$ cat config.mk
export PLATFORM = sky130hd
export DESIGN_NAME = clk_stop_ctrl
export DESIGN_NICKNAME = d
export VERILOG_FILES = /design/src/rtl/clk_stop_ctrl.sv
export SDC_FILE = /design/constraint.sdc
export NUM_CORES = 1
export LEC_CHECK = 0
export CAP_MARGIN = 5
export CORE_ASPECT_RATIO = 0.75
export CORE_UTILIZATION = 60
export CTS_CLUSTER_SIZE = 20
export DETAILED_ROUTE_END_ITERATION = 7
export GPL_TIMING_DRIVEN = 0
export PLACE_DENSITY = 0.83
export SYNTH_ARGS = -nofsm -noshare
export SYNTH_HDL_FRONTEND = slang
export SYNTH_SLANG_ARGS = --single-unit
$ cat constraint.sdc
create_clock -name CLK -period 4.5 [get_ports CLK]
set_clock_uncertainty 0.1 [all_clocks]
set_input_delay 0.675 -clock CLK [delete_from_list [all_inputs] [get_ports CLK]]
set_output_delay 0.675 -clock CLK [all_outputs]
set_load 0.01 [all_outputs]
$ cat src/rtl/clk_stop_ctrl.sv
// Clock-stop sequencer: oscillator stabilisation, STOP entry/abort, joypad wake.
// Optional macro CLK_STOP_WAKE_SYNC_EN adds a two-flop WAKE synchroniser.
module clk_stop_ctrl #(
    parameter int unsigned CNT_W       = 16,
    parameter int unsigned STAB_CYCLES = 1024
) (
    input  logic       CLK,
    input  logic       nRESET,
    input  logic       STOP_REQ,
    input  logic       MCYCLE_END,
    input  logic       WAKE,
    output logic       OSC_ENA,
    output logic       CLK_ENA,
    output logic       OSC_STABLE,
    output logic       STOPPED,
    output logic       STOP_ABORT,
    output logic [1:0] STATE
);

    typedef enum logic [1:0] {
        ST_POR     = 2'd0,
        ST_RUN     = 2'd1,
        ST_STOPPED = 2'd2,
        ST_WAKEUP  = 2'd3
    } state_t;

    localparam logic [CNT_W-1:0] CNT_LAST = CNT_W'(STAB_CYCLES - 1);

    state_t           state_q;
    logic [CNT_W-1:0] cnt_q;
    logic             stop_req_q;
    logic             pend_q;
    logic             wake_use;
    logic             stop_rise;

`ifdef CLK_STOP_WAKE_SYNC_EN
    logic wake_s1_q;
    logic wake_s2_q;

    always_ff @(posedge CLK or negedge nRESET) begin
        if (!nRESET) begin
            wake_s1_q <= 1'b0;
            wake_s2_q <= 1'b0;
        end else begin
            wake_s1_q <= WAKE;
            wake_s2_q <= wake_s1_q;
        end
    end

    assign wake_use = wake_s2_q;
`else
    assign wake_use = WAKE;
`endif

    assign stop_rise = STOP_REQ & ~stop_req_q;

    // Outputs decode the state held before each edge, so they trail state_q by one CLK.
    always_ff @(posedge CLK or negedge nRESET) begin
        if (!nRESET) begin
            state_q    <= ST_POR;
            cnt_q      <= '0;
            stop_req_q <= 1'b0;
            pend_q     <= 1'b0;
            OSC_ENA    <= 1'b1;
            CLK_ENA    <= 1'b0;
            OSC_STABLE <= 1'b0;
            STOPPED    <= 1'b0;
            STOP_ABORT <= 1'b0;
            STATE      <= 2'd0;
        end else begin
            stop_req_q <= STOP_REQ;
            STOP_ABORT <= 1'b0;
            OSC_ENA    <= (state_q != ST_STOPPED);
            CLK_ENA    <= (state_q == ST_RUN);
            OSC_STABLE <= (state_q == ST_RUN);
            STOPPED    <= (state_q == ST_STOPPED) || (state_q == ST_WAKEUP);
            STATE      <= state_q;

            case (state_q)
                ST_POR, ST_WAKEUP: begin
                    if (cnt_q == CNT_LAST) begin
                        cnt_q   <= '0;
                        state_q <= ST_RUN;
                    end else begin
                        cnt_q <= cnt_q + CNT_W'(1);
                    end
                end
                ST_RUN: begin
                    if ((pend_q || stop_rise) && MCYCLE_END) begin
                        pend_q <= 1'b0;
                        if (wake_use) begin
                            STOP_ABORT <= 1'b1;
                        end else begin
                            state_q <= ST_STOPPED;
                        end
                    end else if (stop_rise) begin
                        pend_q <= 1'b1;
                    end
                end
                ST_STOPPED: begin
                    if (wake_use) begin
                        cnt_q   <= '0;
                        state_q <= ST_WAKEUP;
                    end
                end
                default: begin
                    state_q <= ST_POR;
                end
            endcase
        end
    end

endmodule

==> results of run 1 <==
-- metal layers --
metal / share of wire (%) / global-route usage [%] / routed length, um / vias to the layer above
li1: - / - / - / 489
met1: 46 / 33.67 / 1162 / 494
met2: 47 / 35.00 / 1188 / 31
met3: 5.5 / 7.012 / 140 / 4
met4: 1.7 / 8.500 / 42 / 0
met5: 0 / 0 / 0 / -
-- worst register-to-register path: stages, from the launching register on --
cell	delay, ps
dfrtp_1	440
inv_1	90
ha_1	360
nor2b_1	350
a21oi_1	220
a21oi_2	370
nor2_1	100
-- cells by family (layout without fill, tap and decap cells) --
| logic type | Yosys count | count (layout) | synth area share, % |
|---|---|---|---|
| compound gates | 27 | 27 | 13.01 |
| xor+xnor | 8 | 8 | 5.205 |
| fa+ha+maj | 5 | 5 | 4.647 |
| buf+inv | 7 | 23 | 3.345 |
| flops | 26 | 26 | 48.42 |
| mux | 2 | 2 | 1.580 |
| simple gates | 52 | 52 | 23.79 |
-- cell usage after synthesis (all sizes together) --
| cell type | n | share of area, % |
|---|---|---|
| dfrtp | 25 | 46 |
| nor2 | 11 | 3.1 |
| a21oi | 9 | 3.9 |
| nand2 | 9 | 2.5 |
| o21ai | 9 | 3.3 |
| nand3 | 8 | 3.9 |
| nand4 | 6 | 2.8 |
| ha | 5 | 4.6 |
| xor2 | 5 | 3.3 |
| a31oi | 4 | 1.9 |
| inv | 4 | 1.1 |
| buf | 3 | 2.2 |
| nor2b | 3 | 1.4 |
| nor3 | 3 | 1.5 |
| xnor2 | 3 | 2.0 |
| and2 | 2 | 1.1 |
| nand2b | 2 | 0.93 |
| nor4 | 2 | 2.5 |
| or3 | 2 | 1.3 |
| a22o | 1 | 0.65 |
| and3 | 1 | 0.46 |
| dfstp | 1 | 2.0 |
| mux2 | 1 | 0.84 |
| mux2i | 1 | 0.74 |
| nand4b | 1 | 1.1 |
| nor4bb | 1 | 0.74 |
| o2111a | 1 | 0.84 |
| o2bb2ai | 1 | 0.65 |
| o31ai | 1 | 0.56 |
| o41ai | 1 | 1.2 |
| or2 | 1 | 0.46 |
-- power groups by stage --
stage / combinational, mW / sequential (mW) / clock (mW)
6_report: 0.387 / 0.370 / 0.0996
5_1_grt: 0.431 / 0.381 / 0.111
4_1_cts: 0.382 / 0.370 / 0.104
3_5_place_dp: 0.379 / 0.375 / 0
3_3_place_gp: 0.364 / 0.369 / 0
2_1_floorplan: 0.269 / 0.369 / 0
-- sequential cells by signal, summed over array words and instances (netlist names) --
| register | cells |
|---|---|
| STOP_ABORT | 1 |
| STOPPED | 1 |
| state_q | 2 |
| stop_req_q | 1 |
| OSC_ENA | 1 |
| STATE | 2 |
| OSC_STABLE | 1 |
| cnt_q | 16 |
| pend_q | 1 |
-- per-stage QoR --
step	cell area [um2]	hold WS (ps)	cells	utilization, %
3_5_place_dp	1486	363.9	162	71.91
5_1_grt	1528	415.3	167	73.91
4_1_cts	1513	390.9	166	73.18
2_1_floorplan	1346	279.4	127	-
6_report	1528	390.9	167	73.91
3_3_place_gp	1486	339.7	162	71.91
-- area by class of cell --
class | instances | area share (%)
clock buffer | 4 | 1.720
multi-input combinational | 94 | 42.51
tap | 24 | 1.966
inverter | 4 | 0.9828
timing repair buffer | 12 | 8.190
sequential | 26 | 42.67
buffer | 3 | 1.966
-- worst max-delay path by stage --
stage / startpoint / endpoint / slack (ps) / cells after the start
after global placement: WAKE / cnt_q[4]$_DFFE_PN0P_ / 2200 / 6
final: state_q[0]$_DFFE_PN0P_ / cnt_q[8]$_DFFE_PN0P_ / 2350 / 6
after CTS: OSC_ENA$_DFF_PN1_ / OSC_ENA / 2350 / 1
after detailed placement: WAKE / cnt_q[8]$_DFFE_PN0P_ / 2170 / 6
after floorplan: state_q[0]$_DFFE_PN0P_ / cnt_q[4]$_DFFE_PN0P_ / 2710 / 7
after global routing: state_q[0]$_DFFE_PN0P_ / cnt_q[6]$_DFFE_PN0P_ / 2200 / 6
==> results.sh, run 1 <==
export IMPL_cts_made_buffers=3
export IMPL_ys_warnings_count=0
export IMPL_drive_gt1_share_pct=13.99
export IMPL_gp_congestion=0.8307
export IMPL_fp_row_count=14
export IMPL_layout_commonest_cell="dfrtp_1"
export IMPL_min_to="STATE[0]$_DFF_PN0_"
export IMPL_clkPwrFrac_pct=11.6
export IMPL_cp_max_fo=7
export IMPL_synth_cell_type_count=39
export IMPL_setup_slack_ps=2348
export IMPL_endpoint_kind="flip-flop"
export IMPL_min_period_ps=2152
export IMPL_multiInputGateArea_um2=649.4
export IMPL_layout_nets=154
export IMPL_die_area_mm2=0.002439
export IMPL_cts_max_path_buffers=2
export IMPL_fp_dieW_um=56.70
export IMPL_drv_cap=0
export IMPL_power_frac_seq_pct=43.2
export IMPL_grt_pass1_wl_um=4236
export IMPL_diodes=0
export IMPL_drv_slew=0
export IMPL_timing_rr_start="state_q[0]$_DFFE_PN0P_"
export IMPL_clk_pin_slew_ps=130
export IMPL_reg2reg_depth=6
export IMPL_crit_type="flip-flop to flip-flop"
export IMPL_path_cells="inv_1 > ha_1 > nor2b_1 > a21oi_1 > a21oi_2 > nor2_1"
export IMPL_hold_violations=0
export IMPL_drcViolationCount=5
export IMPL_r2r_slack_ps=2350
export IMPL_crit_family="compound AO/OA/AOI/OAI gates"
export IMPL_cts_hold_buffers=0
export IMPL_first_global_vias=934
export IMPL_seq_area_frac_synth_pct=48.42
export IMPL_antenna_left=0
export IMPL_io_buffer_count=11
export IMPL_cts_resized=0
export IMPL_power_frac_comb_pct=45.1
export IMPL_postCtsSetupBuffers=0
export IMPL_hold_depth=0
export IMPL_grt_max_degree=27
export IMPL_synth_seq_cells=26
export IMPL_max_stage_delay_ps=440
export IMPL_syn_nets=137
export IMPL_regArea_um2=651.9
export IMPL_die_y_um=43.02
export IMPL_dr_total_vias=1018
export IMPL_start_kind="flip-flop"
export IMPL_r2r_end="cnt_q[8]$_DFFE_PN0P_"
export IMPL_violations="design-rule violations"
export IMPL_fin_crit_sh_pct=47.82
export IMPL_viasPerCell=6.096
export IMPL_syn_cell_area_mm2=0.001346
export IMPL_grt_overflow=0
export IMPL_worstMarginPinSlew_ps=620.5
export IMPL_hpwl_um=1885
export IMPL_crit_buf_inv=1
export IMPL_clockRootBuffer="clkbuf_4"
export IMPL_antenna_found_initial=0
export IMPL_switching_share_pct=41.18
export IMPL_setup_viol=0
export IMPL_internal_power_mw=0.5037
export IMPL_drt_iter0_markers=38
export IMPL_required_ps=4600
export IMPL_cp_arrival_ps=2250
export IMPL_cts_tree="built"
export IMPL_rsz0062_at_grt="no"
export IMPL_fmax_ghz=0.4647
export IMPL_netlist_instances=127
export IMPL_final_cell_mix="dfrtp_1 (25), nor2_1 (11), clkdlybuf4s50_1 (11)"
export IMPL_grt_util_all_layers_pct=23.80
export IMPL_vdd_drop_max_uv=364.7
export IMPL_syn_avg_cell_area_um2=10.60
export IMPL_area_growth_pct=13.48
export IMPL_start_util_pct=65.13
export IMPL_fillers=156
export IMPL_status="finished, violations left"
export IMPL_htreeDepth=1
export IMPL_insertion_delay_ps=320
export IMPL_power_leakage_nw=0.6563
export IMPL_switchingPower_mw=0.3526
export IMPL_max_slew_margin_pct=58.63
export IMPL_pre_cts_ws_ps=2172
export IMPL_pin_count=12
export IMPL_cts_sinks=26
export IMPL_worst_path_max_delay_cell="dfrtp_1"
export IMPL_hold_class="flip-flop to flip-flop"
export IMPL_power_total_mw=0.8564
export IMPL_min_from="state_q[0]$_DFFE_PN0P_"
export IMPL_drt_total_wl_um=2533
export IMPL_drtPass1Iterations=6
export IMPL_fin_tns_setup_ps=0
export IMPL_fp_coreArea_mm2=0.002067
export IMPL_powerDensity_mw_per_mm2=560.5
export IMPL_post_drt_wl_per_cell_um=15.17
(Power assumes the default switching activity.)
==> run 2, diff against run 1 <==
Settings changed: CORE_UTILIZATION 60 to 50, PLACE_DENSITY 0.83 to 0.73.
Clock period 4.5 ns to 1.9 ns, I/O delays scaled along.
==> results.sh, run 2 (synthesis gave the netlist of run 1 again) <==
export IMPL_drv_cap=0
export IMPL_regArea_um2=654.4
export IMPL_viasPerCell=5.743
export IMPL_worstMarginPinSlew_ps=1125
export IMPL_vdd_drop_max_uv=728.7
export IMPL_drt_iter0_markers=67
export IMPL_hpwl_um=1941
export IMPL_path_cells="nor4bb_2 > nand4b_4 > and2_4 > buf_6 > a22o_1"
export IMPL_fp_row_count=15
export IMPL_first_global_vias=949
export IMPL_hold_violations=0
export IMPL_power_total_mw=2.213
export IMPL_layout_nets=156
export IMPL_area_growth_pct=20.26
export IMPL_powerDensity_mw_per_mm2=1367
export IMPL_drv_slew=0
export IMPL_dr_total_vias=1028
export IMPL_antenna_found_initial=0
export IMPL_pre_cts_ws_ps=-140.7
export IMPL_multiInputGateArea_um2=708.2
export IMPL_post_drt_wl_per_cell_um=15.44
export IMPL_rsz0062_at_grt="yes"
export IMPL_die_y_um=46.94
export IMPL_hold_class="input port to flip-flop"
export IMPL_gp_congestion=0.7964
export IMPL_max_stage_delay_ps=500
export IMPL_crit_type="flip-flop to flip-flop"
export IMPL_pin_count=12
export IMPL_layout_commonest_cell="dfrtp_1"
export IMPL_fp_coreArea_mm2=0.002421
export IMPL_grt_max_degree=27
export IMPL_worst_path_max_delay_cell="dfrtp_1"
export IMPL_io_buffer_count=11
export IMPL_setup_viol=0
export IMPL_crit_buf_inv=1
export IMPL_fp_dieW_um=61.92
export IMPL_min_period_ps=1830
export IMPL_cp_max_fo=7
export IMPL_fin_crit_sh_pct=96.34
export IMPL_setup_slack_ps=69.51
export IMPL_grt_pass1_wl_um=4402
export IMPL_top_regs="cnt_q (16), STATE (2), state_q (2)"
export IMPL_clockRootBuffer="clkbuf_4"
export IMPL_insertion_delay_ps=320
export IMPL_drt_total_wl_um=2764
export IMPL_cts_sinks=26
export IMPL_cts_tree="built"
export IMPL_diodes=0
export IMPL_antenna_left=0
export IMPL_die_area_mm2=0.002906
export IMPL_drive_gt1_share_pct=22.07
export IMPL_cts_max_path_buffers=2
export IMPL_htreeDepth=1
export IMPL_crit_family="simple AND/OR/NAND/NOR gates"
export IMPL_cts_made_buffers=3
export IMPL_status="complete, no violations"
export IMPL_grt_util_all_layers_pct=21.87
export IMPL_drcViolationCount=0
export IMPL_fillers=182
export IMPL_required_ps=2020
export IMPL_largest_register_ffs=16
export IMPL_start_kind="flip-flop"
export IMPL_utilization_pct=66.87
export IMPL_fin_tns_setup_ps=0
export IMPL_endpoint_kind="flip-flop"
export IMPL_cp_arrival_ps=1960
export IMPL_final_cell_mix="dfrtp_1 (23), nor2_1 (11), clkdlybuf4s50_1 (11)"
export IMPL_largest_register="cnt_q"
export IMPL_max_slew_margin_pct=24.76
export IMPL_fmax_ghz=0.5463
export IMPL_grt_overflow=0
export IMPL_drtPass1Iterations=4
export IMPL_start_util_pct=55.61
export IMPL_clk_pin_slew_ps=140
export IMPL_power_leakage_nw=0.6825
==> run 2: cell count changes in the layout (fill, tap and decap cells not counted), moves of 2 or more <==
cell | before | now
dfrtp_1 | 25 | 23
dfrtp_2 | 0 | 2
buf_4 | 1 | 4
a21oi_1 | 7 | 5
==> run 2: worst reg2reg max path, cell delays in order, from the launching register on <==
cell      delay, ps
dfrtp_1         500
nor4bb_2        440
nand4b_4        180
and2_4          200
buf_6           130
a22o_1          180
==> run 2: metal layers <==
layer,GRT usage [%],vias to the layer above,wire length (um),share of wire [%]
met5,0,-,0,0
met4,5.333,0,34,1.2
met3,5.785,4,128,4.6
met2,36.99,35,1334,48
met1,28.40,499,1267,46
li1,-,490,-,-
==> run 2: repair_timing <==
item,4_1_cts,5_1_grt
hold buffers,0,0
pin swaps,0,1
buffers inserted,1,2
gates resized for setup,5,9
setup endpoints to repair,16,14
==> run 2: worst paths after layout <==
kind / from / end / slack [ps] / cells after the start
hold reg to reg: state_q[1]$_DFFE_PN0P_ / STATE[1]$_DFF_PN0_ / 440 / 0
setup reg to reg: cnt_q[12]$_DFFE_PN0P_ / cnt_q[1]$_DFFE_PN0P_ / 70 / 5
setup / recovery: cnt_q[12]$_DFFE_PN0P_ / cnt_q[1]$_DFFE_PN0P_ / 70 / 5
max in group asynchronous: nRESET / cnt_q[0]$_DFFE_PN0P_ / 510 / 1
min in group asynchronous: nRESET / STATE[0]$_DFF_PN0_ / 450 / 1
hold / removal: STOP_REQ / stop_req_q$_DFF_PN0_ / 320 / 1
==> run 2: power by group <==
part,total [mW],switching [mW],internal (mW)
sequential,0.873,0.163,0.710
clock,0.279,0.162,0.117
combinational,1.06,0.573,0.489
total,2.21,0.897,1.32
==> run 2: area by class of cell <==
type / instances / share of cell area (%)
flip-flops and latches: 26 / 40.42
clock buffers: 4 / 2.241
inverters: 4 / 0.9274
plain buffers: 3 / 1.855
multi-input cells: 94 / 43.74
repair buffers: 14 / 8.192
well taps: 34 / 2.628
==> run 2: stage by stage <==
| step | std cells | hold WS [ps] | instance area [um2] |
|---|---|---|---|
| 4_1_cts | 177 | 308.4 | 1560 |
| 2_1_floorplan | 127 | -110.6 | 1346 |
| 6_report | 179 | 316.0 | 1619 |
| 3_5_place_dp | 172 | 363.4 | 1499 |
| 5_1_grt | 179 | 311.5 | 1619 |
| 3_3_place_gp | 172 | 341.0 | 1499 |
